`config.mk`:
```
export PLATFORM = sky130hd
export DESIGN_NAME = eth_wb_cfg_master
export DESIGN_NICKNAME = d
export VERILOG_FILES = /design/src/rtl/eth_wb_cfg_pkg.sv /design/src/rtl/eth_wb_timeout.sv /design/src/rtl/eth_wb_cfg_master.sv
export SDC_FILE = /design/constraint.sdc
export NUM_CORES = 1
export LEC_CHECK = 0
export BUFFER_PORTS_ARGS = -buffer_cell sky130_fd_sc_hd__buf_2
export CAP_MARGIN = 20
export CORE_UTILIZATION = 40
export DETAILED_ROUTE_END_ITERATION = 8
export PLACE_DENSITY = 0.71
export SLEW_MARGIN = 20
export SYNTH_ARGS = -nofsm -noshare
export SYNTH_HDL_FRONTEND = slang
export SYNTH_HIERARCHICAL = 1
export SYNTH_SLANG_ARGS = --single-unit
```
`constraint.sdc`:
```
create_clock -name wb_clk_i -period 2.1 [get_ports wb_clk_i]
set_input_delay 0.105 -clock wb_clk_i [delete_from_list [all_inputs] [get_ports wb_clk_i]]
set_output_delay 0.105 -clock wb_clk_i [all_outputs]
set_load 0.02 [all_outputs]
```
`src/rtl/eth_wb_cfg_pkg.sv`:
```
// Shared types and helpers for the Ethernet MAC Wishbone configuration master.
// Latency: n/a (types, constants and a pure function only).
// Backpressure: n/a.
package eth_wb_cfg_pkg;

    localparam int WB_DW = 32;
    localparam int WB_SW = 4;

    typedef enum logic [2:0] {
        IDLE,
        WR,
        GAP,
        RD,
        RESP
    } state_t;

    // One select bit per byte lane, widened to a full-word compare mask.
    function automatic logic [WB_DW-1:0] sel_to_mask(input logic [WB_SW-1:0] sel);
        logic [WB_DW-1:0] mask;
        mask = '0;
        for (int i = 0; i < WB_SW; i++) begin
            mask[8*i +: 8] = {8{sel[i]}};
        end
        return mask;
    endfunction

endpackage

```
`src/rtl/eth_wb_timeout.sv`:
```
// Wishbone cycle watchdog: counts stalled bus cycles and flags the abort point.
// Latency: expired is combinational from the count, asserted on the edge the count would reach LIMIT.
// Backpressure: none; clr wins over en.
// Ports: clk, rst (sync, active-high), clr (hold count at 0), en (stall cycle), expired (abort now).
module eth_wb_timeout #(
    parameter int LIMIT = 255,
    parameter int W     = 8
) (
    input  logic clk,
    input  logic rst,
    input  logic clr,
    input  logic en,
    output logic expired
);

    logic [W-1:0] count;

    always_ff @(posedge clk) begin
        if (rst || clr) begin
            count <= '0;
        end else if (en) begin
            count <= count + 1'b1;
        end
    end

    // Fires on the stall edge that moves the count onto LIMIT, so the bus
    // is released after exactly LIMIT unterminated strobe cycles.
    assign expired = en && (count == W'(LIMIT - 1));

endmodule

```
`src/rtl/eth_wb_cfg_master.sv`:
```
// Wishbone classic master driving the MAC register port: one bus cycle per request, optional write-verify readback.
// Latency: bus cycle starts the cycle after accept; response the cycle after ack/err/timeout (+1 gap + readback when verifying).
// Backpressure: req_ready_o only in IDLE; response held stable in RESP until rsp_ready_i.
// Ports: req_* request handshake in, rsp_* response handshake out, wb_* Wishbone master signals; all outputs registered.
module eth_wb_cfg_master
    import eth_wb_cfg_pkg::*;
#(
    parameter int ADR_W          = 10,
    parameter int TIMEOUT_CYCLES = 255,
    parameter int TO_W           = 8
) (
    input  logic              wb_clk_i,
    input  logic              wb_rst_i,
    input  logic              req_valid_i,
    output logic              req_ready_o,
    input  logic              req_we_i,
    input  logic              req_verify_i,
    input  logic [ADR_W-1:0]  req_adr_i,
    input  logic [WB_DW-1:0]  req_dat_i,
    input  logic [WB_SW-1:0]  req_sel_i,
    output logic              rsp_valid_o,
    input  logic              rsp_ready_i,
    output logic [WB_DW-1:0]  rsp_dat_o,
    output logic              rsp_err_o,
    output logic              rsp_timeout_o,
    output logic              rsp_mismatch_o,
    output logic              wb_cyc_o,
    output logic              wb_stb_o,
    output logic              wb_we_o,
    output logic [ADR_W-1:0]  wb_adr_o,
    output logic [WB_SW-1:0]  wb_sel_o,
    output logic [WB_DW-1:0]  wb_dat_o,
    input  logic [WB_DW-1:0]  wb_dat_i,
    input  logic              wb_ack_i,
    input  logic              wb_err_i
);

    state_t state;
    logic   verify_q;   // write request asked for a readback
    logic   rdbk_q;     // current RD cycle is the verify readback
    logic   in_cycle;
    logic   tmo_expired;

    assign in_cycle = (state == WR) || (state == RD);

    // Held clear outside WR/RD, so every bus cycle starts counting from 0.
    eth_wb_timeout #(
        .LIMIT (TIMEOUT_CYCLES),
        .W     (TO_W)
    ) u_timeout (
        .clk     (wb_clk_i),
        .rst     (wb_rst_i),
        .clr     (!in_cycle),
        .en      (in_cycle && !wb_ack_i && !wb_err_i),
        .expired (tmo_expired)
    );

    always_ff @(posedge wb_clk_i) begin
        if (wb_rst_i) begin
            state          <= IDLE;
            verify_q       <= 1'b0;
            rdbk_q         <= 1'b0;
            req_ready_o    <= 1'b0;
            rsp_valid_o    <= 1'b0;
            rsp_dat_o      <= '0;
            rsp_err_o      <= 1'b0;
            rsp_timeout_o  <= 1'b0;
            rsp_mismatch_o <= 1'b0;
            wb_cyc_o       <= 1'b0;
            wb_stb_o       <= 1'b0;
            wb_we_o        <= 1'b0;
            wb_adr_o       <= '0;
            wb_sel_o       <= '0;
            wb_dat_o       <= '0;
        end else begin
            case (state)
                IDLE: begin
                    req_ready_o <= 1'b1;
                    if (req_valid_i && req_ready_o) begin
                        req_ready_o <= 1'b0;
                        wb_adr_o    <= req_adr_i;
                        wb_sel_o    <= req_sel_i;
                        wb_dat_o    <= req_dat_i;
                        verify_q    <= req_we_i && req_verify_i;
                        rdbk_q      <= 1'b0;
                        wb_cyc_o    <= 1'b1;
                        wb_stb_o    <= 1'b1;
                        wb_we_o     <= req_we_i;
                        state       <= req_we_i ? WR : RD;
                    end
                end

                WR, RD: begin
                    if (wb_err_i || wb_ack_i || tmo_expired) begin
                        wb_cyc_o <= 1'b0;
                        wb_stb_o <= 1'b0;
                        wb_we_o  <= 1'b0;
                    end
                    // err beats ack; an ack on the expiry edge still completes normally.
                    if (wb_err_i) begin
                        rsp_valid_o    <= 1'b1;
                        rsp_err_o      <= 1'b1;
                        rsp_timeout_o  <= 1'b0;
                        rsp_mismatch_o <= 1'b0;
                        rsp_dat_o      <= '0;
                        state          <= RESP;
                    end else if (wb_ack_i) begin
                        if (state == WR && verify_q) begin
                            state <= GAP;
                        end else begin
                            rsp_valid_o    <= 1'b1;
                            rsp_err_o      <= 1'b0;
                            rsp_timeout_o  <= 1'b0;
                            rsp_dat_o      <= (state == RD) ? wb_dat_i : '0;
                            rsp_mismatch_o <= (state == RD) && rdbk_q &&
                                              (|((wb_dat_i ^ wb_dat_o) & sel_to_mask(wb_sel_o)));
                            state          <= RESP;
                        end
                    end else if (tmo_expired) begin
                        rsp_valid_o    <= 1'b1;
                        rsp_err_o      <= 1'b1;
                        rsp_timeout_o  <= 1'b1;
                        rsp_mismatch_o <= 1'b0;
                        rsp_dat_o      <= '0;
                        state          <= RESP;
                    end
                end

                // Single idle bus cycle, then the readback at the same adr/sel.
                GAP: begin
                    wb_cyc_o <= 1'b1;
                    wb_stb_o <= 1'b1;
                    wb_we_o  <= 1'b0;
                    rdbk_q   <= 1'b1;
                    state    <= RD;
                end

                RESP: begin
                    if (rsp_ready_i) begin
                        rsp_valid_o    <= 1'b0;
                        rsp_dat_o      <= '0;
                        rsp_err_o      <= 1'b0;
                        rsp_timeout_o  <= 1'b0;
                        rsp_mismatch_o <= 1'b0;
                        req_ready_o    <= 1'b1;
                        state          <= IDLE;
                    end
                end

                default: state <= IDLE;
            endcase
        end
    end

endmodule

```
# After elaboration in Yosys (flattened, before gate mapping)
# Cells that the tools add are included.
# word_totals
word_cells	98
out_inout_bits	86
inputBits	86
register_bits	98
# op_classes
n_reduce_logical	28
bitwise	2
muxes	42
n_addsub	1
n_eq_ne	10
# ops
cell	count
two-way mux 32 bit	6
case mux 32 bit (2 select lines)	1
bitwise AND 32 bit	1
OR reduction 32 bit	1
XOR 32 bit	1
two-way mux 1 bit	19
two-way mux 3 bit	6
case mux 1 bit (2 select lines)	6
case mux 3 bit (4 select lines)	1
adder 8 x 1 -> 8 bit, second input constant	1
equality test 8 bit, second input constant	1
logical AND 1 bit	8
inequality test 4 bit, second input constant	2
equality test 3 x 2 -> 1 bit, second input constant	2
inequality test 2 bit, second input constant	3
case mux 1 bit (3 select lines)	2
AND reduction 2 bit	3
AND reduction 3 bit	2
nonzero test 2 bit	3
logical OR 1 bit	4
AND reduction 4 bit	1
equality test 3 x 1 -> 1 bit, second input constant	1
equality test 3 bit, second input constant	1
logical NOT 1 bit	3
other kinds (4)	4

# Longest topological paths before layout
# Gate-level depths: netlist of run 1.
# depth
word_depth	9
depth_mapped	12
mapped_depth_nobuf	9

# Cells and area by module
# Netlist of run 1, hierarchy kept.
# modules_own_cells
mod	n_inst	cells_each	seq_area_each_um2	area_each_um2
eth_wb_cfg_master	1	421	1801.7	3828.7
eth_wb_timeout	1	42	160.2	369.1

# Worst setup path before layout of run 1
# OpenSTA, ideal clock, no wires.
# synth_path
kind	reg2reg
startpoint	register state[0]
endpoint	register rsp_dat_o[0]
path_buffers	3
path_stages_with_launch	13
t_required_ps	1965
path_slack_ps	31
arrival_ps	1934
period_less_slack_ps	2069
setup_ps	135
cell_sequence	dfxtp_1 -> and2b_4 -> inv_2 -> nor3_1 -> buf_4 -> nand4_1 -> nor2_1 -> nor4_4 -> nand3b_1 -> buf_6 -> buf_12 -> a22oi_2 -> nor2_2
# synth_via
elab_chain_len	7
elab_cells_between_ends	19
cone_classes	eq/ne (6); mux (5); reduce/logical (8)
# synth_rtl
item	line_no	source
from (decl)	eth_wb_cfg_master.sv:38	state_t state;
from (signal assigned)	eth_wb_cfg_master.sv:89	state <= req_we_i ? WR : RD;
equality test 3 x 1 -> 1 bit / equality test 3 x 2 -> 1 bit (equally long branches)	eth_wb_cfg_master.sv:44	assign in_cycle = (state == WR) || (state == RD);
logical OR 1 bit *	eth_wb_cfg_master.sv:44	
logical AND 1 bit * (2 in a row)	eth_wb_cfg_master.sv:54	.en (in_cycle && !wb_ack_i && !wb_err_i),
logical AND 1 bit *	eth_wb_timeout.sv:28	assign expired = en && (count == W'(LIMIT - 1));
via tmo_expired	eth_wb_cfg_master.sv:42	logic tmo_expired;
inequality test 4 bit (no line) *	--	
AND reduction 4 bit (no line) *	--	
to (signal assigned)	eth_wb_cfg_master.sv:114	rsp_dat_o <= (state == RD) ? wb_dat_i : '0;
to (decl)	eth_wb_cfg_master.sv:23	output logic [WB_DW-1:0] rsp_dat_o,
# Mark *: on every way through the listed nets, which the timed path passes. The rest lies on a longest branch. The select of a mux whose other input is x is not followed.
# A chain may end at the register's enable or synchronous reset.

# Worst setup path after layout of run 1
# layout_path
startpoint	register state[2]
endpoint	register rsp_dat_o[30]
# The elaborated chain is that of the path after synthesis.

==> flow_metrics.env, run 1 <==
export IMPL_clock_skew_final_ps=9.61
export IMPL_synth_top_cells_by_area="sky130_fd_sc_hd__dfxtp_1, sky130_fd_sc_hd__nand2_1, sky130_fd_sc_hd__a22oi_2"
export IMPL_synth_seq_area_share_pct=46.7
export IMPL_finalCritPeriodShare_pct=92.8
export IMPL_drt_wl_total_um=12500
export IMPL_antenna_found_initial=0
export IMPL_rows=37
export IMPL_outcome="complete, no violations"
export IMPL_max_clock_freq_mhz=513
export IMPL_clock_root_buffer="sky130_fd_sc_hd__clkbuf_8"
export IMPL_worst_hold_path_type="in -> reg"
export IMPL_tritoncts_num_buffers=9
export IMPL_maxCapViolCount=0
export IMPL_asyncSetResetFlopFracSynth_pct=0
export IMPL_num_nets_final=785
export IMPL_fp_dieW_um=104
export IMPL_numPlacedInstances=752
export IMPL_ys_warnings_count=6
export IMPL_syn_to_final_growth_pct=44.6
export IMPL_netlist_top_cell_by_area="sky130_fd_sc_hd__dfxtp_1"
export IMPL_grt_start_max_net_pins=46
export IMPL_synth_most_common_cell="sky130_fd_sc_hd__nand2_1"
export IMPL_clock_tree_htree_level_count=3
export IMPL_r2r_slack_ps=150
export IMPL_synth_compound_area_share_pct=19.0
export IMPL_cell_area_after_synthesis_mm2=0.00420
export IMPL_number_of_instances_in_the_synthesized_netlist=463
export IMPL_comb_power_share_pct=36.1
export IMPL_synth_edff_count=0
export IMPL_crit_end_element="flop"
export IMPL_ant_nets=0
export IMPL_synth_adder_area_share_pct=0.596
export IMPL_layoutNonFillerInstCount=837
export IMPL_clock_sinks=98
export IMPL_cts_clk_slew_worst_paths_ps=90
export IMPL_power_switching_share_pct=36.9
export IMPL_required_ps=2340
export IMPL_power_sequential_fraction_pct=42.8
export IMPL_io_pins=172
export IMPL_ys_top_cells_by_count="sky130_fd_sc_hd__nand2_1, sky130_fd_sc_hd__dfxtp_1, sky130_fd_sc_hd__a21oi_1, sky130_fd_sc_hd__xnor2_1"
export IMPL_core_area_mm2=0.0102
export IMPL_synth_xor_area_share_pct=7.51
export IMPL_fillerInstances=863
export IMPL_synth_mux_area_share_pct=0
export IMPL_yosys_most_used_dff="sky130_fd_sc_hd__dfxtp_1"
export IMPL_power_switching_w=0.00193
export IMPL_placed_wire_length_estimate_um=8300
export IMPL_clock_power_share_pct=21.1
export IMPL_main_combinational_cell_family_by_area_after_synthesis="simple AND/OR/NAND/NOR gates"
export IMPL_first_iter_violations=238
export IMPL_final_min_clock_period_ps=1950
export IMPL_pwr_density_mw_per_mm2=860
export IMPL_clockBufferDepth=2
export IMPL_timing_reg2reg_worst_path_depth=11
export IMPL_ffs_latches_synth=98
export IMPL_power_ir_vdd_worst_mv=0.582
export IMPL_post_synthesis_average_cell_area_um2=9.07
export IMPL_gp_routability_congestion=0.808
export IMPL_insertedDiodeCount=0
export IMPL_track_usage_pct=23.1
export IMPL_critical_path_max_fanout=15
export IMPL_finalSetupViolCount=0
export IMPL_post_synth_and_or_nand_nor_area_fraction_pct=20.9
export IMPL_relative_slew_margins_pct=60.8
export IMPL_drt_drc_violations_left=0
export IMPL_finalHoldViolCount=0
export IMPL_floorplan_die_area_mm2=0.0109
export IMPL_cell_internal_pwr_w=0.00329
export IMPL_tritoncts="done"
export IMPL_synth_largest_type_area_fraction_pct=46.7
export IMPL_global_route_overflow_total=0
export IMPL_grt_pass1_vias=4266
export IMPL_leakage_nw=2.49
export IMPL_synth_cell_type_count=43
export IMPL_grt_pass1_wl_um=20000
export IMPL_routed_via_count=4221
export IMPL_drtPass1Iterations=5
export IMPL_whs_path_depth=3
export IMPL_worst_pin_slew_ps=588
export IMPL_die_height_um=104
export IMPL_critPathArrivalTime_ps=2190
export IMPL_start_util_pct=41.0
export IMPL_worstSkewPairLatency_ps=370
export IMPL_cp_start_kind="flop"
export IMPL_detail_route_wl_per_cell_um=14.9
export IMPL_criticalPathCategory="reg -> reg"
export IMPL_port_buffer_count=171
export IMPL_avgViaCountPerCell=5.04
export IMPL_maxSlewViolCount=0
export IMPL_finalSetupTns_ps=0
export IMPL_post_route_cells_drive_above_1_share_pct=38.5
export IMPL_synth_fp_nets=551
[worst paths after layout]
kind | start | end
max | state[2] | rsp_dat_o[30]
min | wb_dat_i[10] | rsp_dat_o[10]
max reg2reg | state[2] | rsp_dat_o[30]
min reg2reg | wb_adr_o[9] | wb_adr_o[9]
[metal layers]
layer	vias up	part of all wire [%]	track usage [%]
met5	-	0	0
met4	0	4.7	15.2
met3	48	4.6	3.13
met2	183	49	40.5
met1	1951	42	26.2
li1	2039	-	-
[layout make-up]
class	instances	area (um^2)	area share (%)
Timing Repair Buffer	255	1710	28.2
Tap cell	136	170	2.80
Inverter	3	11.3	0.186
Multi-Input combinational cell	330	2040	33.7
Sequential cell	98	1960	32.4
Clock inverter	3	15.0	0.247
Clock buffer	12	155	2.56
[registers in the layout, summed over array words and instances (netlist names)]
register,flops
rdbk_q,1
req_ready_o,1
rsp_dat_o,32
rsp_err_o,1
rsp_mismatch_o,1
rsp_timeout_o,1
rsp_valid_o,1
state,3
u_timeout/count,8
verify_q,1
wb_adr_o,10
wb_dat_o,32
wb_sel_o,4
wb_stb_o,1
wb_we_o,1
[critical path, cell delays in order, from the launching register on]
cell	delay, ps
sky130_fd_sc_hd__dfxtp_2	320
sky130_fd_sc_hd__and2b_4	260
sky130_fd_sc_hd__inv_2	50
sky130_fd_sc_hd__nor3_4	120
sky130_fd_sc_hd__nand4_1	110
sky130_fd_sc_hd__nor2_2	160
sky130_fd_sc_hd__nor4_4	60
sky130_fd_sc_hd__nand3b_1	170
sky130_fd_sc_hd__buf_6	150
sky130_fd_sc_hd__buf_6	170
sky130_fd_sc_hd__a22oi_2	210
sky130_fd_sc_hd__nor2_2	40
[power by group through the flow]
stage | registers [W] | clock network [W] | logic (W)
5_1_grt | 0.00227 | 0.00122 | 0.00203
6_report | 0.00224 | 0.00110 | 0.00188
3_3_place_gp | 0.00226 | 0 | 0.00168
2_1_floorplan | 0.00247 | 0 | 0.00103
3_5_place_dp | 0.00227 | 0 | 0.00172
4_1_cts | 0.00223 | 0.00114 | 0.00185
[logic make-up (layout without fill, tap and decap cells)]
group                    Yosys count  in the layout
buffers and inverters             35            273
flip-flops                        98             98
AND/OR/NAND/NOR                  184            184
adder cells (fa/ha/maj)            2              2
XOR/XNOR                          36             36
AO/OA/AOI/OAI                    108            108
[placed cells by master, fill, tap and decap left out, types with 4 or more instances in the layout]
cell type	instances
sky130_fd_sc_hd__nor2_1	16
sky130_fd_sc_hd__nand4_1	11
sky130_fd_sc_hd__clkbuf_8	11
sky130_fd_sc_hd__a21oi_1	56
sky130_fd_sc_hd__or3_1	4
sky130_fd_sc_hd__dlygate4sd3_1	69
sky130_fd_sc_hd__xnor2_1	33
sky130_fd_sc_hd__a22oi_2	28
sky130_fd_sc_hd__dfxtp_1	97
sky130_fd_sc_hd__buf_4	10
sky130_fd_sc_hd__nor2_2	28
sky130_fd_sc_hd__nand3_1	4
sky130_fd_sc_hd__nand2_1	100
sky130_fd_sc_hd__buf_2	170
sky130_fd_sc_hd__a22oi_1	4
sky130_fd_sc_hd__o21ai_0	8
[repair_timing]
| item | 4_1_cts | 5_1_grt |
|---|---|---|
| pin swaps | 0 | 4 |
| endpoints found under the setup margin | 30 | 37 |
| setup buffers | 1 | 0 |
| hold buffers | 69 | 0 |
| gates resized for setup | 2 | 6 |
| hold endpoints to repair | 69 | 0 |
[per-stage QoR]
| step | hold slack (ps) | utilization (%) | power (W) | setup WS (ps) | area (um^2) |
|---|---|---|---|---|---|
| after floorplan | 221 | - | 0.00350 | 30.8 | 4200 |
| after global placement | 345 | 50.5 | 0.00394 | 23.7 | 5170 |
| after CTS | 0.663 | 59.1 | 0.00522 | 18.9 | 6040 |
| after detailed placement | 353 | 50.5 | 0.00399 | -58.1 | 5170 |
| final | 12.7 | 59.3 | 0.00522 | 151 | 6070 |
| after global routing | 13.3 | 59.3 | 0.00552 | -12.3 | 6070 |
No activity file was read; power rests on OpenSTA's default activity.
==> run 2, diff against run 1 <==
--- a/config.mk
+++ b/config.mk
@@ -9,6 +9,7 @@
 export CAP_MARGIN = 20
 export CORE_UTILIZATION = 40
 export DETAILED_ROUTE_END_ITERATION = 8
+export GPL_TIMING_DRIVEN = 0
 export PLACE_DENSITY = 0.71
 export SLEW_MARGIN = 20
 export SYNTH_ARGS = -nofsm -noshare
==> run 2 against run 1 <==
Net effect:
- core utilization grew 1.7 points
- critical path type unchanged
- largest cell class unchanged
- total power up 7.4%
- maximum frequency is 4.2% lower
==> flow_metrics.env, run 2 (synthesized netlist as in run 1, its figures left out) <==
export IMPL_outcome="complete, no violations"
export IMPL_worst_hold_path_type="in -> reg"
export IMPL_power_ir_vdd_worst_mv=0.449
export IMPL_layout_common_cells="sky130_fd_sc_hd__buf_2, sky130_fd_sc_hd__nand2_1, sky130_fd_sc_hd__dfxtp_1, sky130_fd_sc_hd__dlygate4sd3_1, sky130_fd_sc_hd__a21oi_1"
export IMPL_pwr_density_mw_per_mm2=897
export IMPL_syn_to_final_growth_pct=48.8
export IMPL_placement_cell_area_mm2=0.00522
export IMPL_required_ps=2340
export IMPL_fillerInstances=866
export IMPL_worst_pin_slew_ps=851
export IMPL_clock_sinks=98
export IMPL_finalCritPeriodShare_pct=96.9
export IMPL_finalHoldViolCount=0
export IMPL_rr_startpoint="state[2]"
export IMPL_post_route_cells_drive_above_1_share_pct=38.2
export IMPL_fp_dieW_um=104
export IMPL_num_nets_final=811
export IMPL_clock_tree_htree_level_count=3
export IMPL_drtPass1Iterations=4
export IMPL_worst_path_dominant_cell_family="simple AND/OR/NAND/NOR gates"
export IMPL_grt_pass1_vias=4269
export IMPL_grt_pass1_wl_um=21000
export IMPL_layoutNonFillerInstCount=864
export IMPL_die_height_um=104
export IMPL_core_area_mm2=0.0102
export IMPL_critical_path_cell_chain="and2b_4 > inv_4 > nor3_4 > nand4_1 > nor2_2 > nor4_4 > nand3b_1 > buf_6 > clkbuf_16 > a22oi_2 > nor2_2"
export IMPL_cp_start_kind="flop"
export IMPL_max_clock_freq_mhz=491
export IMPL_placed_wire_length_estimate_um=9020
export IMPL_antenna_found_initial=0
export IMPL_setup_worst_path_start="state[2]"
export IMPL_avgViaCountPerCell=5.02
export IMPL_summed_area_of_non_filler_cells_in_the_final_layout_mm2=0.00624
export IMPL_rows=37
export IMPL_critical_path_max_fanout=9
export IMPL_tritoncts_num_buffers=9
export IMPL_routed_via_count=4335
export IMPL_final_min_clock_period_ps=2030
export IMPL_start_util_pct=41.0
export IMPL_maxSlewViolCount=0
export IMPL_insertedDiodeCount=0
export IMPL_critical_path_top_cell_by_count="sky130_fd_sc_hd__nor2_2"
export IMPL_holdCritStartpoint="wb_dat_i[15]"
export IMPL_worstSkewPairLatency_ps=370
export IMPL_worst_path_largest_cell_delay_ps=330
export IMPL_timing_reg2reg_worst_path_depth=11
export IMPL_cp_num_buf_inv=3
export IMPL_global_route_overflow_total=0
export IMPL_layout_cells_most_common="sky130_fd_sc_hd__buf_2"
export IMPL_critPathArrivalTime_ps=2280
export IMPL_maxCapViolCount=0
export IMPL_finalSetupViolCount=0
export IMPL_port_buffer_count=171
export IMPL_clockBufferDepth=2
export IMPL_floorplan_die_area_mm2=0.0109
export IMPL_drt_wl_total_um=13500
export IMPL_clock_skew_final_ps=11.9
export IMPL_r2r_slack_ps=70
export IMPL_ant_nets=0
export IMPL_relative_slew_margins_pct=43.3
export IMPL_first_iter_violations=228
export IMPL_worstHoldEndpoint="rsp_dat_o[15]"
export IMPL_grt_start_max_net_pins=17
export IMPL_whs_path_depth=3
export IMPL_track_usage_pct=24.6
export IMPL_drt_drc_violations_left=0
export IMPL_timing_critical_path_slowest_stage_cell="sky130_fd_sc_hd__dfxtp_2"
export IMPL_r2r_endpoint="rsp_dat_o[16]"
export IMPL_postLayoutCoreUtil_pct=61.0
export IMPL_detail_route_wl_per_cell_um=15.7
export IMPL_crit_end_element="flop"
export IMPL_criticalPathCategory="reg -> reg"
export IMPL_clock_root_buffer="sky130_fd_sc_hd__clkbuf_8"
export IMPL_biggestRegsByFlops="rsp_dat_o: 32 flops, wb_dat_o: 32 flops, wb_adr_o: 10 flops"
export IMPL_io_pins=172
export IMPL_cts_clk_slew_worst_paths_ps=90
export IMPL_leakage_nw=2.57
export IMPL_tritoncts="done"
export IMPL_numPlacedInstances=770
export IMPL_unrepaired_setup_endpoints_after_global_routing="yes"
export IMPL_gp_routability_congestion=0.803
## run 2: cell types whose count changed in the layout (fill, tap and decap cells not counted), moves of 2 or more
cell,before,now
sky130_fd_sc_hd__and3_1,0,2
sky130_fd_sc_hd__and3_2,2,0
sky130_fd_sc_hd__buf_2,170,175
sky130_fd_sc_hd__clkbuf_1,1,19
sky130_fd_sc_hd__clkinv_2,3,0
sky130_fd_sc_hd__clkinv_4,0,2
sky130_fd_sc_hd__clkinvlp_4,0,3
## run 2: what timing repair did
action / 4_1_cts / 5_1_grt
hold buffers: 69 / 0
endpoints found under the setup margin: 37 / 49
gates cloned: 1 / 1
pin swaps: 5 / 7
hold endpoints to repair: 69 / 0
buffers inserted: 7 / 1
gates resized for setup: 6 / 6
## run 2: final cells by class
cell class	instances	area, um^2	share of cell area, %
clock buffers	11	141	2.26
repair buffers	250	1670	26.8
clock inverters	5	40.0	0.641
multi-input cells	330	2040	32.7
plain buffers	31	201	3.23
well taps	136	170	2.72
flip-flops and latches	98	1970	31.5
inverters	3	13.8	0.220
## run 2: stage by stage
stage	worst slack, ps	TNS, ps	total power, W	hold WS, ps
6_report	65.1	0	0.00560	9.45
4_1_cts	15.8	0	0.00552	1.08
2_1_floorplan	30.8	0	0.00350	221
3_5_place_dp	-230	-6640	0.00409	352
3_3_place_gp	-179	-5290	0.00405	336
5_1_grt	-41.1	-944	0.00590	8.84
## run 2: worst max path at each step
stage | to | cells past startpoint
final | rsp_dat_o[16] | 11
after CTS | rsp_dat_o[14] | 12
after floorplan | rsp_dat_o[0] | 12
after global placement | rsp_dat_o[29] | 12
after global routing | rsp_dat_o[21] | 11
after detailed placement | rsp_dat_o[4] | 12
## run 2: metal layers
layer / GRT usage, % / routed length, um / up-vias
li1: - / - / 2087
met1: 28.8 / 5550 / 2029
met2: 43.6 / 6780 / 185
met3: 4.45 / 830 / 34
met4: 11.1 / 371 / 0
met5: 0 / 0 / -
## run 2: worst min-delay path, delay by kind of cell
kind | cells | cell delay, ps
buffers and inverters | 1 | 110
AO/OA/AOI/OAI | 1 | 60
AND/OR/NAND/NOR | 1 | 70
## run 2: power breakdown
group	switching [W]	internal [W]	leakage, nW
Combinational	0.00125	0.000959	1.69
Clock	0.000679	0.000468	0.0818
Sequential	0.000179	0.00207	0.795
Total	0.00211	0.00350	2.57
